==> src/rtl/fifo_rd_arbiter.sv <==
// Round-robin read scheduler draining NUM_Q FIFOs into one tagged stream; rden 1 cycle after grant, out_valid 2 cycles after rden.
// Reads are credit-limited against a 4-entry output buffer, so out_ready backpressure stalls q_rden without loss.
module fifo_rd_arbiter #(
  parameter int NUM_Q     = 4,
  parameter int WIDTH     = 8,
  parameter int PTR       = 4,
  parameter int MAX_BURST = 4,
  parameter int GAP_CYC   = 2
) (
  input  logic                     rdclk,
  input  logic                     reset,
  input  logic [NUM_Q-1:0]         q_en,
  input  logic [NUM_Q-1:0]         q_rdempty,
  input  logic [NUM_Q*(PTR+1)-1:0] q_rdusedw,
  input  logic [NUM_Q*WIDTH-1:0]   q_dataout,
  output logic [NUM_Q-1:0]         q_rden,
  output logic [WIDTH-1:0]         out_data,
  output logic [2:0]               out_qid,
  output logic                     out_last,
  output logic                     out_valid,
  input  logic                     out_ready,
  output logic                     busy
);

  localparam int CW        = PTR + 1;
  localparam int QW        = (NUM_Q > 1) ? $clog2(NUM_Q) : 1;
  localparam int GW        = (GAP_CYC > 0) ? $clog2(GAP_CYC + 1) : 1;
  localparam int BUF_DEPTH = 4;
  localparam int EW        = WIDTH + 4;

  typedef enum logic [1:0] {S_IDLE, S_BURST, S_GAP} state_t;

  state_t          state, state_nxt;
  logic [QW-1:0]   grant, grant_nxt;
  logic [QW-1:0]   last_grant, last_grant_nxt;
  logic [CW-1:0]   remaining, remaining_nxt;
  logic [GW-1:0]   gap_cnt, gap_cnt_nxt;

  logic [NUM_Q-1:0] eligible;
  logic             pick_vld;
  logic [QW-1:0]    pick;
  logic [CW-1:0]    pick_usedw;

  logic             credit_ok;
  logic             rd_fire;
  logic             rd_vld;
  logic             rd_last;
  logic [QW-1:0]    rd_qid;
  logic [WIDTH-1:0] cap_dat;

  logic [EW-1:0]    buf_mem [BUF_DEPTH];
  logic [1:0]       buf_wr_ptr, buf_rd_ptr;
  logic [2:0]       buf_cnt;
  logic             buf_push, buf_pop;

  always_comb begin
    eligible = '0;
    for (int i = 0; i < NUM_Q; i++)
      eligible[i] = q_en[i] && !q_rdempty[i] && (q_rdusedw[i*CW +: CW] != '0);
  end

  // Scan downwards so the queue closest after last_grant is the one left in pick.
  always_comb begin
    pick_vld = 1'b0;
    pick     = '0;
    for (int k = NUM_Q; k >= 1; k--) begin
      if (eligible[QW'((int'(last_grant) + k) % NUM_Q)]) begin
        pick_vld = 1'b1;
        pick     = QW'((int'(last_grant) + k) % NUM_Q);
      end
    end
  end

  assign pick_usedw = q_rdusedw[int'(pick)*CW +: CW];

  // Pops are not credited, which keeps q_rden free of any out_ready path.
  assign credit_ok = ({1'b0, buf_cnt} + {3'b000, rd_vld}) < 4'(BUF_DEPTH);
  assign rd_fire   = (state == S_BURST) && (remaining != '0) && credit_ok;

  always_comb begin
    q_rden = '0;
    for (int i = 0; i < NUM_Q; i++)
      q_rden[i] = rd_fire && (grant == QW'(i));
  end

  always_comb begin
    state_nxt      = state;
    grant_nxt      = grant;
    last_grant_nxt = last_grant;
    remaining_nxt  = remaining;
    gap_cnt_nxt    = gap_cnt;
    case (state)
      S_IDLE: begin
        if (pick_vld) begin
          state_nxt     = S_BURST;
          grant_nxt     = pick;
          remaining_nxt = (pick_usedw > CW'(MAX_BURST)) ? CW'(MAX_BURST) : pick_usedw;
        end
      end
      S_BURST: begin
        if (rd_fire) begin
          remaining_nxt = remaining - CW'(1);
          if (remaining == CW'(1)) begin
            last_grant_nxt = grant;
            gap_cnt_nxt    = GW'(GAP_CYC);
            state_nxt      = (GAP_CYC == 0) ? S_IDLE : S_GAP;
          end
        end
      end
      S_GAP: begin
        gap_cnt_nxt = gap_cnt - GW'(1);
        if (gap_cnt <= GW'(1))
          state_nxt = S_IDLE;
      end
      default: state_nxt = S_IDLE;
    endcase
  end

  always_ff @(posedge rdclk) begin
    if (reset) begin
      state      <= S_IDLE;
      grant      <= '0;
      last_grant <= QW'(NUM_Q - 1);
      remaining  <= '0;
      gap_cnt    <= '0;
    end else begin
      state      <= state_nxt;
      grant      <= grant_nxt;
      last_grant <= last_grant_nxt;
      remaining  <= remaining_nxt;
      gap_cnt    <= gap_cnt_nxt;
    end
  end

  // FIFO dataout is valid the cycle after rden, so remember what was read.
  always_ff @(posedge rdclk) begin
    if (reset) begin
      rd_vld  <= 1'b0;
      rd_qid  <= '0;
      rd_last <= 1'b0;
    end else begin
      rd_vld  <= rd_fire;
      rd_qid  <= grant;
      rd_last <= (remaining == CW'(1));
    end
  end

  assign cap_dat  = q_dataout[int'(rd_qid)*WIDTH +: WIDTH];
  assign buf_push = rd_vld;
  assign buf_pop  = out_valid && out_ready;

  always_ff @(posedge rdclk) begin
    if (reset) begin
      buf_wr_ptr <= '0;
      buf_rd_ptr <= '0;
      buf_cnt    <= '0;
      for (int i = 0; i < BUF_DEPTH; i++)
        buf_mem[i] <= '0;
    end else begin
      if (buf_push) begin
        buf_mem[buf_wr_ptr] <= {rd_last, 3'(rd_qid), cap_dat};
        buf_wr_ptr          <= buf_wr_ptr + 2'd1;
      end
      if (buf_pop)
        buf_rd_ptr <= buf_rd_ptr + 2'd1;
      case ({buf_push, buf_pop})
        2'b10:   buf_cnt <= buf_cnt + 3'd1;
        2'b01:   buf_cnt <= buf_cnt - 3'd1;
        default: buf_cnt <= buf_cnt;
      endcase
    end
  end

  assign {out_last, out_qid, out_data} = buf_mem[buf_rd_ptr];
  assign out_valid = (buf_cnt != 3'd0);
  assign busy      = (state != S_IDLE) || (buf_cnt != 3'd0);

  a_no_push_full: assert property (@(posedge rdclk) disable iff (reset)
    buf_push |-> (buf_cnt < 3'(BUF_DEPTH)));
  a_rden_onehot: assert property (@(posedge rdclk) disable iff (reset)
    $onehot0(q_rden));

endmodule
==> config.mk <==
export PLATFORM = sky130hd
export DESIGN_NAME = fifo_rd_arbiter
export DESIGN_NICKNAME = d
export VERILOG_FILES = /design/src/rtl/fifo_rd_arbiter.sv
export SDC_FILE = /design/constraint.sdc
export NUM_CORES = 1
export LEC_CHECK = 0
export CORE_MARGIN = 2
export CORE_UTILIZATION = 54
export DETAILED_ROUTE_END_ITERATION = 8
export HOLD_SLACK_MARGIN = 0.08
export PLACE_DENSITY_LB_ADDON = 0.05
export SLEW_MARGIN = 20
export SYNTH_ARGS = -nofsm -noshare
export SYNTH_HDL_FRONTEND = slang
export SYNTH_SLANG_ARGS = --single-unit
==> constraint.sdc <==
create_clock -name rdclk -period 3.73 [get_ports rdclk]
set_input_delay 1.119 -clock rdclk [delete_from_list [all_inputs] [get_ports rdclk]]
set_output_delay 1.119 -clock rdclk [all_outputs]
set_load 0.03 [all_outputs]
Word-level counts from Yosys, hierarchy flattened
Memory sizes are Yosys's and may differ from the RTL's. A register that Yosys moved wholly into a read port is not among the register bits.
Index checks and enable logic that the tools add are counted.

operators by class
  add/sub/neg operators = 11
  multiply operators = 1
  magnitude comparators = 7
  equal/unequal tests = 12
  shift operators = 2
  mux-type cells = 41
  reductions and logical operators = 38

operator list
  operator                                                                      count
  32-bit by 6-bit indexed part select with 8-bit output                         1
  5-bit nonzero test                                                            5
  2-bit two-way mux                                                             11
  20-bit by 6-bit indexed part select with 5-bit output                         1
  1-bit two-way mux                                                             18
  2-bit by 4-bit less-than comparator with 1-bit output, second input constant  4
  1-bit logical AND                                                             15
  5-bit two-way mux                                                             3
  11-bit two-way mux                                                            1
  11-bit OR reduction                                                           1
  5-bit one-hot mux with 2 select lines                                         1
  3-bit AND reduction                                                           3
  2-bit by 1-bit adder with 2-bit output, second input constant                 4
  1-bit binary-select mux with 2-bit select                                     4
  2-bit equality test, second input constant                                    4
  2-bit nonzero test                                                            4
  2-bit by 1-bit equality test with 1-bit output, second input constant         3
  2-bit != test, second input constant                                          3
  2-bit one-hot mux with 3 select lines                                         1
  3-bit one-hot mux with 2 select lines                                         1
  5-bit by 1-bit equality test with 1-bit output, second input constant         1
  5-bit by 3-bit > comparator with 1-bit output, second input constant          1
  2-bit by 3-bit multiplier with 5-bit output, second input constant            1
  5-bit by 1-bit subtractor with 5-bit output, second input constant            1
  other kinds (15)                                                              20

word-level totals
  flip-flop bits (word level) = 24
  memory bits (writable) = 44
  bits of input ports = 63
  memories kept = 1

memory list
  name     words  bits a word  rd ports  clocked after memory_dff  write ports  RTL line  text
  buf_mem  4      11           1         1                         4            51        logic [EW-1:0] buf_mem [BUF_DEPTH];

Longest topological paths before layout
  depth after elaboration = 16
  gate-level depth with buffers = 9
  gate-level depth less buffers = 8

Least setup slack after synthesis
OpenSTA, ideal clock, no wires.

  path type = input port to flip-flop
  from = input q_rdusedw[3]
  to = register remaining[0]
  library setup time = 0.134 ns
  arrival = 2.767 ns
  required time = 3.596 ns
  setup slack = 0.829 ns
  stages = 8
  buffers on the path = 1
  cells stage by stage = or3_4 > o31ai_4 > nand2_1 > a311o_1 > buf_6 > mux2_4 > o2111ai_1 > a21oi_1

on the way
  word-level cells in the longest chain between the ends = 15
  elaborated cells on any way between the ends = 30

RTL lines
  what                                                   RTL line  text
  start: declaration                                     14        input logic [NUM_Q*(PTR+1)-1:0] q_rdusedw,
  5-bit nonzero test                                     59        eligible[i] = q_en[i] && !q_rdempty[i] && (q_rdusedw[i*CW +: CW] != '0);
  1-bit logical AND                                      59
  1-bit binary-select mux with 2-bit select              67        if (eligible[QW'((int'(last_grant) + k) % NUM_Q)]) begin
  1-bit two-way mux (not written as such) (2 in series)  67
  2-bit two-way mux (4 in series)                        67
  2-bit by 3-bit multiplier with 5-bit output            74        assign pick_usedw = q_rdusedw[int'(pick)*CW +: CW];
  20-bit by 6-bit indexed part select with 5-bit output  74
  5-bit by 3-bit > comparator with 1-bit output          97        remaining_nxt = (pick_usedw > CW'(MAX_BURST)) ? CW'(MAX_BURST) : pick_usedw;
  5-bit two-way mux                                      97
  5-bit two-way mux                                      94        if (pick_vld) begin
  5-bit one-hot mux with 2 select lines                  92        case (state)
  end signal: assignment                                 130       remaining <= remaining_nxt;
  end: declaration                                       36        logic [CW-1:0] remaining, remaining_nxt;

Several ways; a longest one is shown, not always the timed one. The select of a mux whose other input is x is not followed.
A chain may end at the register's enable or synchronous reset.

Worst setup path in the final report
  from = register state[1]
  to = output q_rden[0]

on the way
  word-level cells in the longest chain between the ends = 4

RTL lines
  what                                            RTL line  text
  start: declaration                              33        state_t state, state_nxt;
  start signal: assignment                        127       state <= state_nxt;
  2-bit by 1-bit equality test with 1-bit output  78        assign rd_fire = (state == S_BURST) && (remaining != '0) && credit_ok;
  1-bit logical AND (2 in series)                 78
  1-bit logical AND                               83        q_rden[i] = rd_fire && (grant == QW'(i));
  end: declaration                                16        output logic [NUM_Q-1:0] q_rden,

Every way passes these cells.

==> flow_metrics.env <==
export IMPL_status="complete, no violations"
export IMPL_cpPeakStageDelay_ns=0.70
export IMPL_syn_to_final_growth_pct=31.2
export IMPL_dieHeight_um=85.0
export IMPL_wl_per_cell_um=15.8
export IMPL_port_buffers=79
export IMPL_clk_latency_ns=0.34
export IMPL_avgSynthCellArea_um2=12.1
export IMPL_rsz0062_at_grt="false"
export IMPL_hold_class="register to register"
export IMPL_grt_start_max_net_pins=31
export IMPL_initial_core_util=0.558
export IMPL_netlist_area_um2=3540
export IMPL_synth_cells=292
export IMPL_synth_top_area_cell="edfxtp_1"
export IMPL_cp_slowest_cell="clkdlybuf4s50_1"
export IMPL_placed_area_um2=4410
export IMPL_clock_sinks=70
export IMPL_detail_route_antenna_nets=0
export IMPL_cap_violations=0
export IMPL_path_cells="nand2b_1 > a311o_1 > a21o_1 > nor3_1 > clkdlybuf4s50_1"
export IMPL_crit_buf_inv=1
export IMPL_hold_viol=0
export IMPL_cts_max_level=3
export IMPL_drt_pass1_iterations=4
export IMPL_finalNonFillerCells=457
export IMPL_num_fill_cells=429
export IMPL_tns_ns=0
export IMPL_dp_worst_setup_slack_ns=0.191
export IMPL_cts_hold_buffers=0
export IMPL_vias=2484
export IMPL_synth_net_count=360
export IMPL_coreArea_um2=6350
export IMPL_num_rows=29
export IMPL_drt_wl_total_um=7220
export IMPL_setup_ws_ns=0.224
export IMPL_clk_path_buf_depth=2
export IMPL_holdPathEnd="remaining[4]"
export IMPL_cts_tree="built"
export IMPL_power_density_nw_per_um2=497
export IMPL_timing_slew_headroom=0.512
export IMPL_r2r_start="buf_cnt[0]"
export IMPL_worstMarginPinSlew_ns=0.731
export IMPL_layout_nets=443
export IMPL_synth_most_common_cell="edfxtp_1"
export IMPL_rr_worst_depth=8
export IMPL_clock_root_buffer="clkbuf_8"
export IMPL_drt_initial_drc_count=137
export IMPL_critical_path_cell_count=5
export IMPL_yosys_register_bits=70
export IMPL_clk_pin_slew_ns=0.07
export IMPL_ys_warn_count=0
export IMPL_fin_area_um2=4650
export IMPL_grt_remaining_overflow=0
export IMPL_critPathRequiredTime_ns=2.61
export IMPL_grt_pass1_wl_um=11900
export IMPL_synth_edf_count=44
export IMPL_crit_path_start="state[1]"
export IMPL_setup_viol=0
export IMPL_grt_pass1_vias=2530
export IMPL_gp_congestion=0.782
export IMPL_synth_flop_cell="edfxtp_1"
export IMPL_ys_seq_area_frac=0.520
export IMPL_whs_path_depth=2
export IMPL_die_x_um=85.0
export IMPL_ys_top_cells_by_area="edfxtp_1, dfxtp_1, mux4_2"
export IMPL_peakVddDrop_uv=358
export IMPL_yosys_top_cells_count="edfxtp_1, and2_1, dfxtp_1"
export IMPL_yosys_area_top_type_share=0.373
export IMPL_grt_usage=0.209
export IMPL_antenna_cells=0
export IMPL_fmax_ghz=0.285
export IMPL_critical_path_arrival_ns=2.39
export IMPL_cts_resized=0
export IMPL_die_area_um2=7220
export IMPL_drive_gt1_frac=0.137
export IMPL_cp_start_kind="register"
export IMPL_fin_skew_ns=0.0129
export IMPL_synth_distinct_cells=47
export IMPL_path_max_fanout=5
export IMPL_num_io_pins=81
export IMPL_postCtsSetupRepairBufs=0
export IMPL_dp_cells=441
export IMPL_viasPerCell=5.44
export IMPL_post_route_period_util=0.940
export IMPL_p_leak_uw=0.00169
export IMPL_worstHoldStart="remaining[4]"
export IMPL_dpl_hpwl_um=5030
export IMPL_synth_async_reset_ratio=0
export IMPL_end_kind="output pin"
export IMPL_period_minus_slack_ns=3.51
export IMPL_reg2reg_to="buf_cnt[2]"
export IMPL_path_delay_family="buffers and inverters"
export IMPL_antenna_found_initial=0
export IMPL_numCtsBuffers=9
export IMPL_critPathKind="register to output pin"
export IMPL_drv_slew=0
export IMPL_drc_errors=0
export IMPL_r2r_slack_ns=1.67
[state kept, by name, indices dropped and copies added (netlist names), named ones only]
register and count:
buf_cnt 3, buf_mem 44, buf_push 1, buf_rd_ptr 2, buf_wr_ptr 2, gap_cnt 2
grant 2, last_grant 2, rd_last 1, rd_qid 2, remaining 5, state 2
[where the power goes]
group / total [uW] / internal (uW) / switching [uW]
Sequential: 940 / 888 / 52.5
Combinational: 638 / 317 / 320
Clock: 730 / 445 / 285
[layout by cell type, fill, tap and decap left out, drive strengths merged, types with 2 or more instances in the layout]
cell type      instances
nor2                  25
buf                    7
xor2                   4
mux2i                  8
clkdlybuf4s50         79
edfxtp                44
or3                    4
clkbuf                10
bufinv                 3
nor3                  14
clkinv                 2
and2                  38
xnor2                  3
nand3b                 2
dfxtp                 26
mux4                  19
nor3b                  2
a21oi                 13
nand2                  8
nand2b                 7
ha                     4
a211o                  3
inv                   13
or2                    3
a311o                  2
o21ai                  6
a31oi                  2
nor2b                 13
[kinds of logic after synthesis]
kind of cell	count (synthesis)	share of synthesized area
and+or+nand+nor	118	0.185
DFF	70	0.520
AOI/OAI and AO/OA	37	0.0763
muxes	28	0.148
buffers and inverters	26	0.0329
xor gates and xnor gates	7	0.0173
adders and majority gates	5	0.0198
other	1	0.00106
[tightest hold or removal path, stage by stage, from the launching register on]
cell and delay (ns):
dfxtp_1 0.31, o21ai_0 0.08, nor3_1 0.05
[how the worst max path moves through the flow]
stage / to
after floorplan: remaining[0]
after global placement: remaining[0]
after detailed placement: remaining[2]
after CTS: q_rden[0]
after global routing: q_rden[1]
final: q_rden[0]
[metrics by stage]
stage               utilization  hold WS [ns]  power (uW)
global route              0.732         0.508        2410
finish                    0.732         0.486        2310
floorplan                     -         0.434        1360
detailed placement        0.694         0.459        1590
CTS                       0.732         0.471        2320
global placement          0.694         0.448        1580
[layout make-up]
type                       instances  area (um^2)  share of cell area
clock inverter                     6          109              0.0234
sequential                        70         1840               0.396
tap                               77         96.3              0.0207
timing repair buffer              86          843               0.182
multi-input combinational        196         1580               0.341
clock buffer                      10          128              0.0275
inverter                          12         45.0             0.00970
[per-layer routing]
metal,share of wire,up-vias,GRT usage
li1,-,1231,-
met1,0.44,1191,0.259
met2,0.52,58,0.374
met3,0.038,4,0.0409
met4,0.0047,0,0.0563
met5,0,-,0
No activity file was read; power rests on OpenSTA's default activity.
